<file path="src/rtl/usb_pkt_rx_pkg.sv">
// Shared definitions for the USB FS receive packet decoder: PID codes, FSM
// states and the byte-wide LSB-first CRC5/CRC16 update functions.
package usb_pkt_rx_pkg;

  typedef enum logic [3:0] {
    PID_OUT   = 4'h1,
    PID_ACK   = 4'h2,
    PID_DATA0 = 4'h3,
    PID_SOF   = 4'h5,
    PID_IN    = 4'h9,
    PID_NAK   = 4'hA,
    PID_DATA1 = 4'hB,
    PID_SETUP = 4'hD,
    PID_STALL = 4'hE
  } pid_e;

  typedef enum logic [2:0] {
    ST_IDLE,
    ST_PID,
    ST_TOKEN,
    ST_DATA,
    ST_HSHK,
    ST_DISCARD
  } state_e;

  localparam logic [4:0]  CRC5_POLY   = 5'h05;
  localparam logic [4:0]  CRC5_INIT   = 5'h1F;
  localparam logic [4:0]  CRC5_RESID  = 5'b01100;
  localparam logic [15:0] CRC16_POLY  = 16'h8005;
  localparam logic [15:0] CRC16_INIT  = 16'hFFFF;
  localparam logic [15:0] CRC16_RESID = 16'h800D;

  // Bit 0 of the byte is the first bit on the wire; crc[MSB] holds the x^(n-1) term.
  function automatic logic [4:0] crc5_upd(input logic [4:0] crc, input logic [7:0] data);
    logic [4:0] c;
    c = crc;
    for (int i = 0; i < 8; i++) begin
      if (data[i] ^ c[4]) c = {c[3:0], 1'b0} ^ CRC5_POLY;
      else                c = {c[3:0], 1'b0};
    end
    return c;
  endfunction

  function automatic logic [15:0] crc16_upd(input logic [15:0] crc, input logic [7:0] data);
    logic [15:0] c;
    c = crc;
    for (int i = 0; i < 8; i++) begin
      if (data[i] ^ c[15]) c = {c[14:0], 1'b0} ^ CRC16_POLY;
      else                 c = {c[14:0], 1'b0};
    end
    return c;
  endfunction

endpackage

</file>
<file path="src/rtl/usb_pkt_rx_if.sv">
// UTM receive stream plus decoded-packet outputs of usb_pkt_rx.
interface usb_pkt_rx_if;
  logic [6:0]  dev_addr;
  logic [7:0]  rx_data;
  logic        rx_valid;
  logic        rx_active;
  logic        rx_error;
  logic        tok_valid;
  logic [3:0]  tok_pid;
  logic [3:0]  tok_ep;
  logic        sof_valid;
  logic [10:0] sof_frame;
  logic        hs_valid;
  logic [3:0]  hs_pid;
  logic        dat_start;
  logic        dat_toggle;
  logic [7:0]  dat_byte;
  logic        dat_valid;
  logic        dat_done;
  logic        dat_ok;
  logic [6:0]  dat_len;
  logic        pid_err;
  logic        crc_err;
  logic        rx_err;

  modport master (
    output dev_addr, rx_data, rx_valid, rx_active, rx_error,
    input  tok_valid, tok_pid, tok_ep, sof_valid, sof_frame, hs_valid, hs_pid,
           dat_start, dat_toggle, dat_byte, dat_valid, dat_done, dat_ok, dat_len,
           pid_err, crc_err, rx_err
  );

  modport slave (
    input  dev_addr, rx_data, rx_valid, rx_active, rx_error,
    output tok_valid, tok_pid, tok_ep, sof_valid, sof_frame, hs_valid, hs_pid,
           dat_start, dat_toggle, dat_byte, dat_valid, dat_done, dat_ok, dat_len,
           pid_err, crc_err, rx_err
  );
endinterface

</file>
<file path="src/rtl/usb_pkt_rx.sv">
// USB 2.0 FS receive packet decoder: PID check, token/SOF/data/handshake
// decode with CRC5/CRC16 checking, address/endpoint filtering, payload streaming.
module usb_pkt_rx
  import usb_pkt_rx_pkg::*;
#(
  parameter int N_EP    = 4,
  parameter int MAX_PKT = 64
) (
  input  logic       clk_48m,
  input  logic       rst,
  usb_pkt_rx_if.slave bus
);

  state_e      state;
  pid_e        pid_q;
  logic        wait_idle;
  logic        err_seen;
  logic        err_data;
  logic        hs_extra;
  logic        ovf;
  logic [1:0]  tcnt;
  logic [1:0]  hold_cnt;
  logic [6:0]  len_cnt;
  logic [4:0]  crc5;
  logic [15:0] crc16;
  logic [10:0] tok_field;
  logic [7:0]  dat_p0;
  logic [7:0]  dat_p1;

  always_ff @(posedge clk_48m) begin
    if (rst) begin
      state          <= ST_IDLE;
      // A packet cut by reset is ignored until the line goes idle.
      wait_idle      <= 1'b1;
      err_seen       <= 1'b0;
      err_data       <= 1'b0;
      hs_extra       <= 1'b0;
      ovf            <= 1'b0;
      tcnt           <= '0;
      hold_cnt       <= '0;
      len_cnt        <= '0;
      bus.tok_valid  <= 1'b0;
      bus.tok_pid    <= '0;
      bus.tok_ep     <= '0;
      bus.sof_valid  <= 1'b0;
      bus.sof_frame  <= '0;
      bus.hs_valid   <= 1'b0;
      bus.hs_pid     <= '0;
      bus.dat_start  <= 1'b0;
      bus.dat_toggle <= 1'b0;
      bus.dat_byte   <= '0;
      bus.dat_valid  <= 1'b0;
      bus.dat_done   <= 1'b0;
      bus.dat_ok     <= 1'b0;
      bus.dat_len    <= '0;
      bus.pid_err    <= 1'b0;
      bus.crc_err    <= 1'b0;
      bus.rx_err     <= 1'b0;
    end else begin
      bus.tok_valid <= 1'b0;
      bus.sof_valid <= 1'b0;
      bus.hs_valid  <= 1'b0;
      bus.dat_start <= 1'b0;
      bus.dat_valid <= 1'b0;
      bus.dat_done  <= 1'b0;
      bus.pid_err   <= 1'b0;
      bus.crc_err   <= 1'b0;
      bus.rx_err    <= 1'b0;

      case (state)
        ST_IDLE: begin
          if (!bus.rx_active) begin
            wait_idle <= 1'b0;
          end else if (!wait_idle) begin
            state    <= ST_PID;
            err_seen <= 1'b0;
            err_data <= 1'b0;
            hs_extra <= 1'b0;
            ovf      <= 1'b0;
            tcnt     <= '0;
            hold_cnt <= '0;
            len_cnt  <= '0;
            crc5     <= CRC5_INIT;
            crc16    <= CRC16_INIT;
          end
        end

        ST_PID: begin
          if (!bus.rx_active) begin
            state <= ST_IDLE;
          end else if (bus.rx_error) begin
            state    <= ST_DISCARD;
            err_seen <= 1'b1;
          end else if (bus.rx_valid) begin
            pid_q <= pid_e'(bus.rx_data[3:0]);
            if (bus.rx_data[7:4] != ~bus.rx_data[3:0]) begin
              bus.pid_err <= 1'b1;
              state       <= ST_DISCARD;
            end else begin
              case (pid_e'(bus.rx_data[3:0]))
                PID_OUT, PID_IN, PID_SETUP, PID_SOF: state <= ST_TOKEN;
                PID_DATA0, PID_DATA1: begin
                  state          <= ST_DATA;
                  bus.dat_start  <= 1'b1;
                  bus.dat_toggle <= bus.rx_data[3];
                end
                PID_ACK, PID_NAK, PID_STALL: state <= ST_HSHK;
                default: begin
                  bus.pid_err <= 1'b1;
                  state       <= ST_DISCARD;
                end
              endcase
            end
          end
        end

        ST_TOKEN: begin
          if (!bus.rx_active) begin
            state <= ST_IDLE;
            if (tcnt != 2'd2 || crc5 != CRC5_RESID) begin
              bus.crc_err <= 1'b1;
            end else if (pid_q == PID_SOF) begin
              bus.sof_valid <= 1'b1;
              bus.sof_frame <= tok_field;
            end else if (tok_field[6:0] == bus.dev_addr &&
                         {1'b0, tok_field[10:7]} < 5'(N_EP)) begin
              bus.tok_valid <= 1'b1;
              bus.tok_pid   <= pid_q;
              bus.tok_ep    <= tok_field[10:7];
            end
          end else if (bus.rx_error) begin
            state    <= ST_DISCARD;
            err_seen <= 1'b1;
          end else if (bus.rx_valid) begin
            crc5 <= crc5_upd(crc5, bus.rx_data);
            if (tcnt == 2'd0) tok_field[7:0]  <= bus.rx_data;
            if (tcnt == 2'd1) tok_field[10:8] <= bus.rx_data[2:0];
            if (tcnt != 2'd3) tcnt <= tcnt + 2'd1;
          end
        end

        ST_DATA: begin
          if (!bus.rx_active) begin
            state        <= ST_IDLE;
            bus.dat_done <= 1'b1;
            bus.dat_len  <= len_cnt;
            bus.dat_ok   <= (hold_cnt == 2'd2) && (crc16 == CRC16_RESID) && !ovf;
            bus.crc_err  <= (hold_cnt == 2'd2) && (crc16 != CRC16_RESID);
          end else if (bus.rx_error) begin
            state    <= ST_DISCARD;
            err_seen <= 1'b1;
            err_data <= 1'b1;
          end else if (bus.rx_valid) begin
            crc16 <= crc16_upd(crc16, bus.rx_data);
            // Two-byte hold: the CRC bytes are never forwarded.
            dat_p0 <= dat_p1;
            dat_p1 <= bus.rx_data;
            if (hold_cnt != 2'd2) begin
              hold_cnt <= hold_cnt + 2'd1;
            end else if (len_cnt == 7'(MAX_PKT)) begin
              ovf <= 1'b1;
            end else begin
              bus.dat_valid <= 1'b1;
              bus.dat_byte  <= dat_p0;
              len_cnt       <= len_cnt + 7'd1;
            end
          end
        end

        ST_HSHK: begin
          if (!bus.rx_active) begin
            state <= ST_IDLE;
            if (hs_extra) begin
              bus.pid_err <= 1'b1;
            end else begin
              bus.hs_valid <= 1'b1;
              bus.hs_pid   <= pid_q;
            end
          end else if (bus.rx_error) begin
            state    <= ST_DISCARD;
            err_seen <= 1'b1;
          end else if (bus.rx_valid) begin
            hs_extra <= 1'b1;
          end
        end

        ST_DISCARD: begin
          if (!bus.rx_active) begin
            state      <= ST_IDLE;
            bus.rx_err <= err_seen;
            if (err_data) begin
              bus.dat_done <= 1'b1;
              bus.dat_ok   <= 1'b0;
              bus.dat_len  <= len_cnt;
            end
          end else if (bus.rx_error) begin
            err_seen <= 1'b1;
          end
        end

        default: state <= ST_IDLE;
      endcase
    end
  end

endmodule
</file>
<file path="src/flat_wrapper.sv">
// flat-port wrapper written by rule: the top's interface ports become plain ports
module usb_pkt_rx_flat import usb_pkt_rx_pkg::*;
#(
  parameter int N_EP    = 4,
  parameter int MAX_PKT = 64
)
  (clk_48m, rst, bus_dev_addr, bus_rx_data, bus_rx_valid, bus_rx_active, bus_rx_error, bus_tok_valid, bus_tok_pid, bus_tok_ep, bus_sof_valid, bus_sof_frame, bus_hs_valid, bus_hs_pid, bus_dat_start, bus_dat_toggle, bus_dat_byte, bus_dat_valid, bus_dat_done, bus_dat_ok, bus_dat_len, bus_pid_err, bus_crc_err, bus_rx_err);
  usb_pkt_rx_if bus_i ();
  input  logic clk_48m;
  input  logic rst;
  input wire logic [$bits(bus_i.dev_addr)-1:0] bus_dev_addr;
  input wire logic [$bits(bus_i.rx_data)-1:0] bus_rx_data;
  input wire logic [$bits(bus_i.rx_valid)-1:0] bus_rx_valid;
  input wire logic [$bits(bus_i.rx_active)-1:0] bus_rx_active;
  input wire logic [$bits(bus_i.rx_error)-1:0] bus_rx_error;
  output wire logic [$bits(bus_i.tok_valid)-1:0] bus_tok_valid;
  output wire logic [$bits(bus_i.tok_pid)-1:0] bus_tok_pid;
  output wire logic [$bits(bus_i.tok_ep)-1:0] bus_tok_ep;
  output wire logic [$bits(bus_i.sof_valid)-1:0] bus_sof_valid;
  output wire logic [$bits(bus_i.sof_frame)-1:0] bus_sof_frame;
  output wire logic [$bits(bus_i.hs_valid)-1:0] bus_hs_valid;
  output wire logic [$bits(bus_i.hs_pid)-1:0] bus_hs_pid;
  output wire logic [$bits(bus_i.dat_start)-1:0] bus_dat_start;
  output wire logic [$bits(bus_i.dat_toggle)-1:0] bus_dat_toggle;
  output wire logic [$bits(bus_i.dat_byte)-1:0] bus_dat_byte;
  output wire logic [$bits(bus_i.dat_valid)-1:0] bus_dat_valid;
  output wire logic [$bits(bus_i.dat_done)-1:0] bus_dat_done;
  output wire logic [$bits(bus_i.dat_ok)-1:0] bus_dat_ok;
  output wire logic [$bits(bus_i.dat_len)-1:0] bus_dat_len;
  output wire logic [$bits(bus_i.pid_err)-1:0] bus_pid_err;
  output wire logic [$bits(bus_i.crc_err)-1:0] bus_crc_err;
  output wire logic [$bits(bus_i.rx_err)-1:0] bus_rx_err;
  assign bus_i.dev_addr = bus_dev_addr;
  assign bus_i.rx_data = bus_rx_data;
  assign bus_i.rx_valid = bus_rx_valid;
  assign bus_i.rx_active = bus_rx_active;
  assign bus_i.rx_error = bus_rx_error;
  assign bus_tok_valid = bus_i.tok_valid;
  assign bus_tok_pid = bus_i.tok_pid;
  assign bus_tok_ep = bus_i.tok_ep;
  assign bus_sof_valid = bus_i.sof_valid;
  assign bus_sof_frame = bus_i.sof_frame;
  assign bus_hs_valid = bus_i.hs_valid;
  assign bus_hs_pid = bus_i.hs_pid;
  assign bus_dat_start = bus_i.dat_start;
  assign bus_dat_toggle = bus_i.dat_toggle;
  assign bus_dat_byte = bus_i.dat_byte;
  assign bus_dat_valid = bus_i.dat_valid;
  assign bus_dat_done = bus_i.dat_done;
  assign bus_dat_ok = bus_i.dat_ok;
  assign bus_dat_len = bus_i.dat_len;
  assign bus_pid_err = bus_i.pid_err;
  assign bus_crc_err = bus_i.crc_err;
  assign bus_rx_err = bus_i.rx_err;
  usb_pkt_rx #(.N_EP(N_EP), .MAX_PKT(MAX_PKT)) u_core (.clk_48m(clk_48m), .rst(rst), .bus(bus_i));
endmodule
</file>
<file path="config.mk">
export PLATFORM = sky130hd
export DESIGN_NAME = usb_pkt_rx_flat
export DESIGN_NICKNAME = d
export VERILOG_FILES = /design/src/rtl/usb_pkt_rx_pkg.sv /design/src/rtl/usb_pkt_rx_if.sv /design/src/rtl/usb_pkt_rx.sv /design/src/flat_wrapper.sv
export SDC_FILE = /design/constraint.sdc
export NUM_CORES = 1
export LEC_CHECK = 0
export ABC_AREA = 1
export ABC_CLOCK_PERIOD_IN_PS = 3800
export CORE_ASPECT_RATIO = 0.9
export CORE_UTILIZATION = 39
export CTS_CLUSTER_DIAMETER = 60
export DETAILED_ROUTE_END_ITERATION = 7
export PLACE_DENSITY = 0.64
export SLEW_MARGIN = 20
export SYNTH_ARGS = -nofsm -noshare
export SYNTH_HDL_FRONTEND = slang
export SYNTH_SLANG_ARGS = --single-unit
</file>
<file path="constraint.sdc">
create_clock -name clk_48m -period 3.8 [get_ports clk_48m]
set_input_delay 0.38 -clock clk_48m [delete_from_list [all_inputs] [get_ports clk_48m]]
set_output_delay 0.38 -clock clk_48m [all_outputs]
set_load 0.03 [all_outputs]
</file>
==> results by group, run 1 <==
Status
  – Outcome: finished clean

Global routing
  – Overall routing resource usage: around a fifth
  – Vias in the first global route: around 3900
  – First-pass GRT wire length: ~20 mm
  – Initial antenna violation count: 0
  – Remaining global-route overflow: 0
  – Largest net degree at the start of global routing: 43

Worst setup path
  – Cell count along the critical path: 8
  – Reg2Reg Setup Slack: 1.17 ns
  – Critical path cell sequence: inv_2 > nand3_2 > inv_2 > nand2_1 > nor3_2 > inv_1 > nor2_1 > nor2_1
  – Required @ worst endpoint: 4.10 ns
  – Worst-path maximum fanout: 15
  – RR Startpoint: u_core.state[2]
  – Setup CP Type: reg -> reg
  – Critical path capture point: u_core.bus.dat_byte[3]
  – Top delay family on crit path: simple AND/OR/NAND/NOR gates
  – Cells on worst reg2reg path: 8
  – Reg-to-Reg End: u_core.bus.dat_byte[3]
  – Slowest cell on crit path: nor3_2
  – CP max stage delay: between 0.5 and 0.6 ns
  – CP Capture Type: flop
  – Worst setup SP type: flop
  – Worst path bufs/invs: 3
  – Arrival @ worst endpoint: a little under 3 ns
  – Critical path origin: u_core.state[2]

Timing
  – Final period util: around 69%
  – Fin Setup TNS: 0 ns
  – Slew headroom: between 50 and 60%
  – Fin. max-slew vios: 0
  – # setup viols final: 0
  – Slew of the pin with the lowest slew margin: between 0.7 and 0.8 ns
  – Fmax: roughly 380 MHz
  – Final Hold Fails: 0
  – RSZ-0062 raised after global routing: no
  – Setup clock skew after layout: between 0.006 and 0.007 ns
  – Crit path time final: between 2 and 3 ns

Drt
  – Drc violations: 0
  – Wirelength per Cell: approximately 15 um
  – Vias per inst: 5.094
  – Routed wire length: roughly 12 mm
  – Detailed router's first-iteration violation count: a little over 300
  – Final ANT Viol Nets: 0
  – DR vias: around 4200
  – Drt pass-1 iters: 5

Logic synthesis
  – Post-Synth XOR/XNOR Area: about 4.5%
  – Mapped Area: 5211 um2
  – Synth cell types: 45
  – Syn_nets: between 500 and 600
  – Share of the synthesized area in the top cell type: 29.96%
  – Synth warn: 0
  – Simple-gate share of the synthesized area: around a fifth
  – Adder-Cell Fraction of Synth Area: 1.681%
  – Main combinational cell family by area after synthesis: simple AND/OR/NAND/NOR gates
  – Cell count after synthesis: about 570
  – Post-synth top area cell: edfxtp_1
  – Ys flop type: dfxtp_1
  – Seq cells post-synth: 120
  – Compound-gate portion of the synthesized area: a little under an eighth
  – Post-synth EDFFs: 52
  – Seq/Total Area, Yosys: between 50% and 60%
  – Mux cell area share after synthesis: 0%
  – Post-synth ARST share: 0%
  – Synth area leaders: edfxtp_1 30%, dfxtp_1 26%, nor2_1 5.3%
  – Syn_area_per_cell: between 9 and 10 um2

Clocking
  – Htree depth: 4
  – Root buffer cell: clkbuf_16
  – Clk_lat worst skew: about 0.4 ns
  – CTS tree: built
  – Post-CTS Setup Inserts: 0
  – Reg clk slew, reported paths: about 0.06 ns
  – CTS hold repair buffers: 0
  – Post-cts sizing count: 0
  – CTS Buffer Depth: 2
  – CTS Buf Count: 17
  – Clock sinks: 120

Power and ir drop
  – Internal Power: roughly 2.6 mW
  – Sequential power share: 40.0%
  – Sw Ratio: 30.09%
  – Power density cells: ~570 nW/um2
  – P_leak: 2.497 nW
  – Peak supply drop: 0.3458 mV
  – Clk pwr share: roughly two fifths
  – Logic gate share of total power: about a fifth
  – Switching pwr: ~1.1 mW

Die
  – Die area: roughly 14000 um2
  – Initial Util: between 40% and 50%
  – Die Y: roughly 110 um
  – # IOs: 69
  – Die W: around 120 um
  – Num rows: 39
  – CORE AREA: between 10000 and 15000 um2

Min path
  – Worst hold path class: reg -> reg

Place
  – Routability cong.: roughly 0.82
  – IO Port Bufs: 68
  – DPL Wire Length: slightly below 9 mm
  – Dpl cells: 789

Job
  – Total of max-cap violations: 0

Finish
  – Area growth, synth to finish: 26.91%
  – Inserted Diodes: 0
  – Final net count: 671
  – Final Non-Filler Cells: slightly above 800
  – Fraction of layout cells with a size suffix above 1: a little over a tenth
  – Fillers: roughly 1200
==> cell type report <==
type | instances | area, um2 | area share, %
multi-input cells | 365 | 1968 | 29.76
flip-flops and latches | 120 | 2923 | 44.19
inverters | 66 | 247.7 | 3.746
clock inverters | 7 | 41.29 | 0.6243
repair buffers | 74 | 725.7 | 10.97
clock buffers | 24 | 503.0 | 7.605
well taps | 164 | 205.2 | 3.103
==> state kept, by name, summed over array words and instances (netlist names), 5 cells and up <==
signal and cells:
u_core.crc16 16, u_core.bus.sof_frame 11, u_core.tok_field 11, u_core.bus.dat_byte 8, u_core.dat_p0 8, u_core.dat_p1 8
u_core.bus.dat_len 7, u_core.len_cnt 7, u_core.crc5 5
==> worst min-delay path by stage <==
| stage | slack (ns) | cells after the start | end | start |
|---|---|---|---|---|
| after floorplan | 0.40 | 0 | u_core.dat_p0[0] | u_core.dat_p1[0] |
| after global placement | 0.40 | 0 | u_core.dat_p0[1] | u_core.dat_p1[1] |
| after detailed placement | 0.40 | 0 | u_core.dat_p0[2] | u_core.dat_p1[2] |
| after CTS | 0.42 | 0 | u_core.dat_p0[2] | u_core.dat_p1[2] |
| after global routing | 0.43 | 0 | u_core.dat_p0[5] | u_core.dat_p1[5] |
| final | 0.42 | 0 | u_core.dat_p0[2] | u_core.dat_p1[2] |
==> metal layers <==
metal	up-vias	GRT usage [%]	routed length (um)
li1	2066	-	-
met1	1968	25.04	5728
met2	130	29.00	5705
met3	13	4.406	561
met4	0	7.390	206
met5	-	0	0
==> cells in the mapped netlist (2+ instances only) <==
cell	count
nand4_1	7
a211oi_1	5
nor2_1	74
a21oi_1	43
or2_2	7
buf_2	4
edfxtp_1	52
nor3_1	12
xnor2_1	15
xor2_1	12
nor3_2	4
nand2_1	72
inv_2	11
nor4_1	4
ha_1	7
inv_1	54
o211ai_1	3
nor2_4	4
o21ai_1	2
a31oi_1	2
clkbuf_1	7
buf_4	2
dfxtp_1	68
o21ai_0	47
nand3_1	25
nand2_2	2
nand3_2	3
==> worst register-to-register path, cell delays in order, from the launching register on <==
cell and delay (ns):
dfxtp_1 0.40, inv_2 0.14, nand3_2 0.33, inv_2 0.38, nand2_1 0.17, nor3_2 0.58, inv_1 0.29, nor2_1 0.17
nor2_1 0.06
==> cell usage in the layout, fill, tap and decap left out, types with 3 or more instances in the layout <==
master	netlist	layout
a211oi_1	5	5
a21oi_1	43	43
buf_4	2	6
clkbuf_1	7	3
clkbuf_16	0	18
clkbuf_8	0	3
clkdlybuf4s50_1	0	68
clkinv_2	0	4
dfxtp_1	68	68
edfxtp_1	52	52
ha_1	7	7
inv_1	54	54
inv_2	11	11
nand2_1	72	72
nand3_1	25	25
nand3_2	3	3
nand4_1	7	7
nor2_1	74	74
nor2_4	4	4
nor3_1	12	11
nor3_2	4	5
nor4_1	4	4
o211ai_1	3	3
o21ai_0	47	47
or2_2	7	7
xnor2_1	15	15
xor2_1	12	12
==> power by group through the flow <==
stage / Combinational, mW / Clock [mW] / Sequential, mW
finish: 0.777 / 1.47 / 1.50
global route: 0.865 / 1.54 / 1.51
CTS: 0.775 / 1.49 / 1.50
detailed placement: 0.768 / 0 / 1.52
global placement: 0.747 / 0 / 1.52
floorplan: 0.550 / 0 / 1.53
==> per-stage QoR <==
stage                     instance area, um2  worst slack, ns  hold slack, ns  utilization, %  power, mW
after floorplan                         5211            1.367          0.4003               -      2.081
after global placement                  6070            1.092          0.4029           47.12      2.268
after detailed placement                6070           0.9895          0.4045           47.12      2.293
after CTS                               6614            1.173          0.4186           51.34      3.762
after global routing                    6614           0.9435          0.4278           51.34      3.917
final                                   6614            1.174          0.4165           51.34      3.745
==> logic make-up after synthesis <==
family | after synthesis
simple gates | 219
flops | 120
compound gates | 112
buf+inv | 81
xor+xnor | 27
fa+ha+maj | 7
Note: power is estimated with default switching activity, not from simulation.
==> run 2, diff against run 1 <==
--- a/config.mk
+++ b/config.mk
@@ -6,12 +6,12 @@
 export NUM_CORES = 1
 export LEC_CHECK = 0
 export ABC_AREA = 1
-export ABC_CLOCK_PERIOD_IN_PS = 3800
+export ABC_CLOCK_PERIOD_IN_PS = 2270
 export CORE_ASPECT_RATIO = 0.9
 export CORE_UTILIZATION = 39
 export CTS_CLUSTER_DIAMETER = 60
 export DETAILED_ROUTE_END_ITERATION = 7
-export PLACE_DENSITY = 0.64
+export PLACE_DENSITY = 0.66
 export SLEW_MARGIN = 20
 export SYNTH_ARGS = -nofsm -noshare
 export SYNTH_HDL_FRONTEND = slang
==> constraint.sdc (replaced) <==
create_clock -name clk_48m -period 2.27 [get_ports clk_48m]
set_input_delay 0.227 -clock clk_48m [delete_from_list [all_inputs] [get_ports clk_48m]]
set_output_delay 0.227 -clock clk_48m [all_outputs]
set_load 0.03 [all_outputs]
==> results by group, run 2 (synthesis results as in run 1) <==
Status
  – Outcome: finished clean

Die
  – Die Y: ~110 um
  – # IOs: 69
  – Die area: approximately 14000 um2
  – Num rows: 39
  – Initial Util: between 40 and 50%
  – CORE AREA: 12880 um2
  – Die W: 123.8 um

Timing
  – Fin Setup TNS: 0 ns
  – RSZ-0062 raised after global routing: no
  – Final period util: 90.28%
  – Setup clock skew after layout: a little under 0.009 ns
  – Final Hold Fails: 0
  – # setup viols final: 0
  – Fin. max-slew vios: 0
  – Crit path time final: 2.049 ns
  – Fmax: between 400 and 500 MHz
  – Slew of the pin with the lowest slew margin: 0.5034 ns
  – Slew headroom: 66.18%

Power and ir drop
  – Switching pwr: ~2.0 mW
  – Logic gate share of total power: about a fifth
  – Clk pwr share: between 40% and 50%
  – Internal Power: 4.666 mW
  – Peak supply drop: around 0.60 mV
  – Sequential power share: between 30% and 40%
  – P_leak: between 2 and 3 nW
  – Power density cells: 954.2 nW/um2
  – Sw Ratio: between 20 and 30%

Drt
  – Vias per inst: between 5 and 6
  – Wirelength per Cell: 14.45 um
  – Drc violations: 0
  – Drt pass-1 iters: 5
  – DR vias: 4280
  – Detailed router's first-iteration violation count: roughly 320
  – Routed wire length: 12.33 mm
  – Final ANT Viol Nets: 0

Place
  – DPL Wire Length: around 8.9 mm
  – Routability cong.: just over 0.9
  – Placement Cell Area: ~6300 um2
  – IO Port Bufs: between 60 and 70

Global routing
  – Initial antenna violation count: 0
  – Overall routing resource usage: roughly a fifth
  – Remaining global-route overflow: 0
  – First-pass GRT wire length: approximately 20 mm
  – Vias in the first global route: ~4200
  – Largest net degree at the start of global routing: 41

Worst setup path
  – Slowest cell on crit path: nor3_1
  – CP Capture Type: flop
  – Required @ worst endpoint: 2.58 ns
  – Critical path cell sequence: inv_1 > ha_1 > inv_1 > nor3_1 > nand4_1 > nor3_2 > buf_4 > inv_1 > nor2_1 > nor2_1
  – Worst-path maximum fanout: 13
  – CP max stage delay: approximately 0.43 ns
  – Reg2Reg Setup Slack: 0.22 ns
  – Setup CP Type: reg -> reg
  – Most used cell, CP: inv_1
  – Worst setup SP type: flop
  – Arrival @ worst endpoint: between 2 and 2.5 ns

Job
  – Total of max-cap violations: 0

Finish
  – Inserted Diodes: 0
  – Final net count: roughly 700
  – Most frequent cells in the layout: 74 x nor2_1, 72 x nand2_1, 68 x clkdlybuf4s50_1, 68 x dfxtp_1, 54 x inv_1
  – Area growth, synth to finish: 33.21%
  – Final std cell area, no fill: between 6000 and 7000 um2
  – Max reg flops: 16
  – Fin util: between 50% and 60%
  – Commonest non-fill, non-tap cell in the layout: nor2_1
  – Top flop regs: u_core.crc16 (16), u_core.bus.sof_frame (11), u_core.tok_field (11)
  – Reg with most FFs: u_core.crc16
  – Fraction of layout cells with a size suffix above 1: about 15%

Clocking
  – CTS hold repair buffers: 0
  – Clock sinks: 120
  – Htree depth: 4
  – Root buffer cell: clkbuf_16
  – CTS Buffer Depth: 2
  – CTS Buf Count: 17
  – Post-CTS Setup Inserts: 0
  – Post-cts sizing count: 0
  – Clk_lat worst skew: 0.41 ns
  – CTS tree: built
  – Reg clk slew, reported paths: approximately 0.060 ns

Min path
  – Worst hold path class: reg -> reg
[run 2: layout make-up]
| class | count | area, um2 |
|---|---|---|
| clock buffers | 20 | 479.2 |
| multi-input cells | 365 | 1968 |
| fillers | 1124 | 5941 |
| flip-flops and latches | 120 | 2923 |
| well taps | 164 | 205.2 |
| repair buffers | 106 | 978.4 |
| clock inverters | 12 | 140.1 |
| inverters | 66 | 247.7 |
[run 2: layer usage]
metal  share of wire, %  GRT usage, %  up-vias
li1                   -             -     2132
met1                 45         24.08     1985
met2                 48         30.56      137
met3                5.4         4.764       26
met4                2.1         7.871        0
met5                  0             0        -
[run 2: final timing paths]
path	from	end	cells after the start
setup / recovery	u_core.tcnt[0]	u_core.bus.tok_pid[3]	10
hold / removal	u_core.dat_p1[1]	u_core.dat_p0[1]	0
hold reg to reg	u_core.dat_p1[1]	u_core.dat_p0[1]	0
setup reg to reg	u_core.tcnt[0]	u_core.bus.tok_pid[3]	10
[run 2: per-stage QoR]
stage	instances	hold WS, ns	power [mW]	setup WS, ns
after floorplan	566	0.3259	3.488	0.3304
after detailed placement	821	0.4057	3.896	-0.08850
after global routing	853	0.4194	6.926	0.02467
after global placement	821	0.4024	3.857	0.002701
after CTS	853	0.4164	6.654	0.2616
final	853	0.4152	6.624	0.2206
[run 2: critical path, delay by kind of cell (launching register included)]
kind,cells,cell delay [ns]
and+or+nand+nor,5,0.98
buffers and inverters,4,0.47
adders and majority gates,1,0.18
DFF,1,0.33
[run 2: power by group through the flow]
stage / clock network (mW) / registers [mW] / logic, mW
after floorplan: 0 / 2.56 / 0.926
after global placement: 0 / 2.54 / 1.31
after detailed placement: 0 / 2.55 / 1.34
after CTS: 2.79 / 2.51 / 1.35
after global routing: 2.88 / 2.52 / 1.52
final: 2.75 / 2.51 / 1.36
==> run 3, diff against run 2 <==
--- a/config.mk
+++ b/config.mk
@@ -7,7 +7,7 @@
 export LEC_CHECK = 0
 export ABC_AREA = 1
 export ABC_CLOCK_PERIOD_IN_PS = 2270
-export CORE_ASPECT_RATIO = 0.9
+export CORE_ASPECT_RATIO = 0.75
 export CORE_UTILIZATION = 39
 export CTS_CLUSTER_DIAMETER = 60
 export DETAILED_ROUTE_END_ITERATION = 7
==> results by group, run 3 (synthesis results as in run 1) <==
Drt
  – DR vias: a little over 4000
  – Final ANT Viol Nets: 0
  – Wirelength per Cell: between 10 and 15 um
  – Drc violations: 0
  – Routed wire length: approximately 12 mm
  – Drt pass-1 iters: 5
  – Vias per inst: approximately 4.8
  – Detailed router's first-iteration violation count: ~210

Status
  – Outcome: finished clean

Die
  – CORE AREA: 13020 um2
  – Num rows: 36
  – Initial Util: roughly two fifths
  – # IOs: 69
  – Die Y: 102.1 um
  – Die area: 13830 um2
  – Die W: around 140 um

Global routing
  – Layer carrying the most global-route usage: met2
  – Met2 Usage GRT: about 28%
  – Overall routing resource usage: 18.17%
  – First-pass GRT wire length: 19.24 mm
  – Vias in the first global route: between 3000 and 4000
  – Remaining global-route overflow: 0
  – Grt met3 use: under 10%
  – Global routing met1 resource utilization: roughly a quarter
  – Largest net degree at the start of global routing: 29
  – Initial antenna violation count: 0

Timing
  – Final Hold Fails: 0
  – Slew of the pin with the lowest slew margin: between 0.4 and 0.5 ns
  – Fin. max-slew vios: 0
  – Fin Setup TNS: 0 ns
  – # setup viols final: 0
  – Final worst setup slack: ~0.27 ns
  – Slew headroom: 70.21%
  – Crit path time final: 1.999 ns
  – Setup clock skew after layout: ~0.010 ns
  – RSZ-0062 raised after global routing: no
  – Final period util: a little under 90%
  – Fmax: approximately 500 MHz

Clocking
  – Post-CTS Setup Inserts: 0
  – CTS Buffer Depth: 2
  – Htree depth: 4
  – Root buffer cell: clkbuf_16
  – Clk_lat worst skew: 0.41 ns
  – Post-cts sizing count: 0
  – Reg clk slew, reported paths: roughly 0.06 ns
  – CTS hold repair buffers: 0
  – CTS Buf Count: 17
  – CTS tree: built
  – Clock sinks: 120

Power and ir drop
  – Logic gate share of total power: between 20% and 30%
  – Peak supply drop: 0.5743 mV
  – Overall Power: 6.515 mW
  – Clk pwr share: between 40% and 50%
  – Sw Ratio: a little over 30%
  – Internal Power: about 4.5 mW
  – Power density cells: ~940 nW/um2
  – Switching pwr: around 2.0 mW
  – Sequential power share: between 30% and 40%
  – P_leak: between 2 and 3 nW

Finish
  – Final std cell area, no fill: 6923 um2
  – Most frequent cells in the layout: 74 x nor2_1, 72 x nand2_1, 68 x clkdlybuf4s50_1, 68 x dfxtp_1, 54 x inv_1
  – Area growth, synth to finish: 32.85%
  – Reg with most FFs: u_core.crc16
  – Fillers: ~1100
  – Commonest non-fill, non-tap cell in the layout: nor2_1
  – Final net count: approximately 700
  – Fraction of layout cells with a size suffix above 1: 15.38%
  – Inserted Diodes: 0
  – Max reg flops: 16
  – Top flop regs: u_core.crc16 (16), u_core.bus.sof_frame (11), u_core.tok_field (11)

Place
  – Worst slack at placement: -0.1140 ns
  – Routability cong.: 0.9000
  – DPL Wire Length: roughly 8.6 mm
  – IO Port Bufs: 68
  – Placement Cell Area: between 6000 and 7000 um2

Worst setup path
  – Required @ worst endpoint: ~2.4 ns
  – Arrival @ worst endpoint: approximately 2.2 ns
  – CP Capture Type: flop
  – Worst setup SP type: flop
  – Setup CP Type: reg -> reg
  – Worst-path maximum fanout: 4

Min path
  – Worst hold path class: reg -> reg

Job
  – Total of max-cap violations: 0
==> run 3: layer usage <==
metal / part of all wire, % / up-vias
li1: - / 2137
met1: 50 / 1878
met2: 43 / 119
met3: 5.3 / 19
met4: 1.8 / 0
met5: 0 / -
==> run 3: cell type report <==
| cell class | instances | area [um2] | share of cell area, % |
|---|---|---|---|
| Timing Repair Buffer | 106 | 978.4 | 14.13 |
| Multi-Input combinational cell | 365 | 1968 | 28.43 |
| Tap cell | 171 | 214.0 | 3.091 |
| Clock inverter | 14 | 162.7 | 2.350 |
| Sequential cell | 120 | 2923 | 42.22 |
| Inverter | 66 | 247.7 | 3.579 |
| Clock buffer | 18 | 429.2 | 6.199 |
==> run 3: path summary, 6_finish.rpt <==
kind / start / end / slack [ns] / cells past startpoint
worst max register to register: u_core.crc16[15] / u_core.crc16[15] / 0.27 / 16
worst min-delay path: u_core.dat_p1[7] / u_core.dat_p0[7] / 0.41 / 0
worst min register to register: u_core.dat_p1[7] / u_core.dat_p0[7] / 0.41 / 0
worst max-delay path: u_core.crc16[15] / u_core.crc16[15] / 0.27 / 16
==> run 3: power groups by stage <==
stage | combinational [mW] | clock [mW] | sequential (mW)
floorplan | 0.926 | 0 | 2.56
global placement | 1.31 | 0 | 2.54
detailed placement | 1.35 | 0 | 2.55
CTS | 1.36 | 2.69 | 2.51
global route | 1.52 | 2.78 | 2.53
finish | 1.36 | 2.65 | 2.51
==> run 3: worst max-delay path, stage by stage, from the launching register on <==
cell,delay [ns]
edfxtp_1,0.46
inv_1,0.11
nand2_1,0.05
nand2_1,0.08
nand2_1,0.07
nand2_1,0.08
nand2_1,0.06
nand2_1,0.06
nand2_1,0.07
nand2_1,0.09
nand2_1,0.05
nand3_1,0.09
nand2_1,0.08
nand2_1,0.10
nand3_2,0.09
nand3_1,0.11
nand3_1,0.08
==> run 3: metrics by stage <==
step | hold slack (ns) | instances | util (%)
floorplan | 0.3259 | 566 | -
global placement | 0.4039 | 828 | 48.64
detailed placement | 0.4045 | 828 | 48.64
CTS | 0.4101 | 860 | 53.18
global route | 0.4136 | 860 | 53.18
finish | 0.4114 | 860 | 53.18
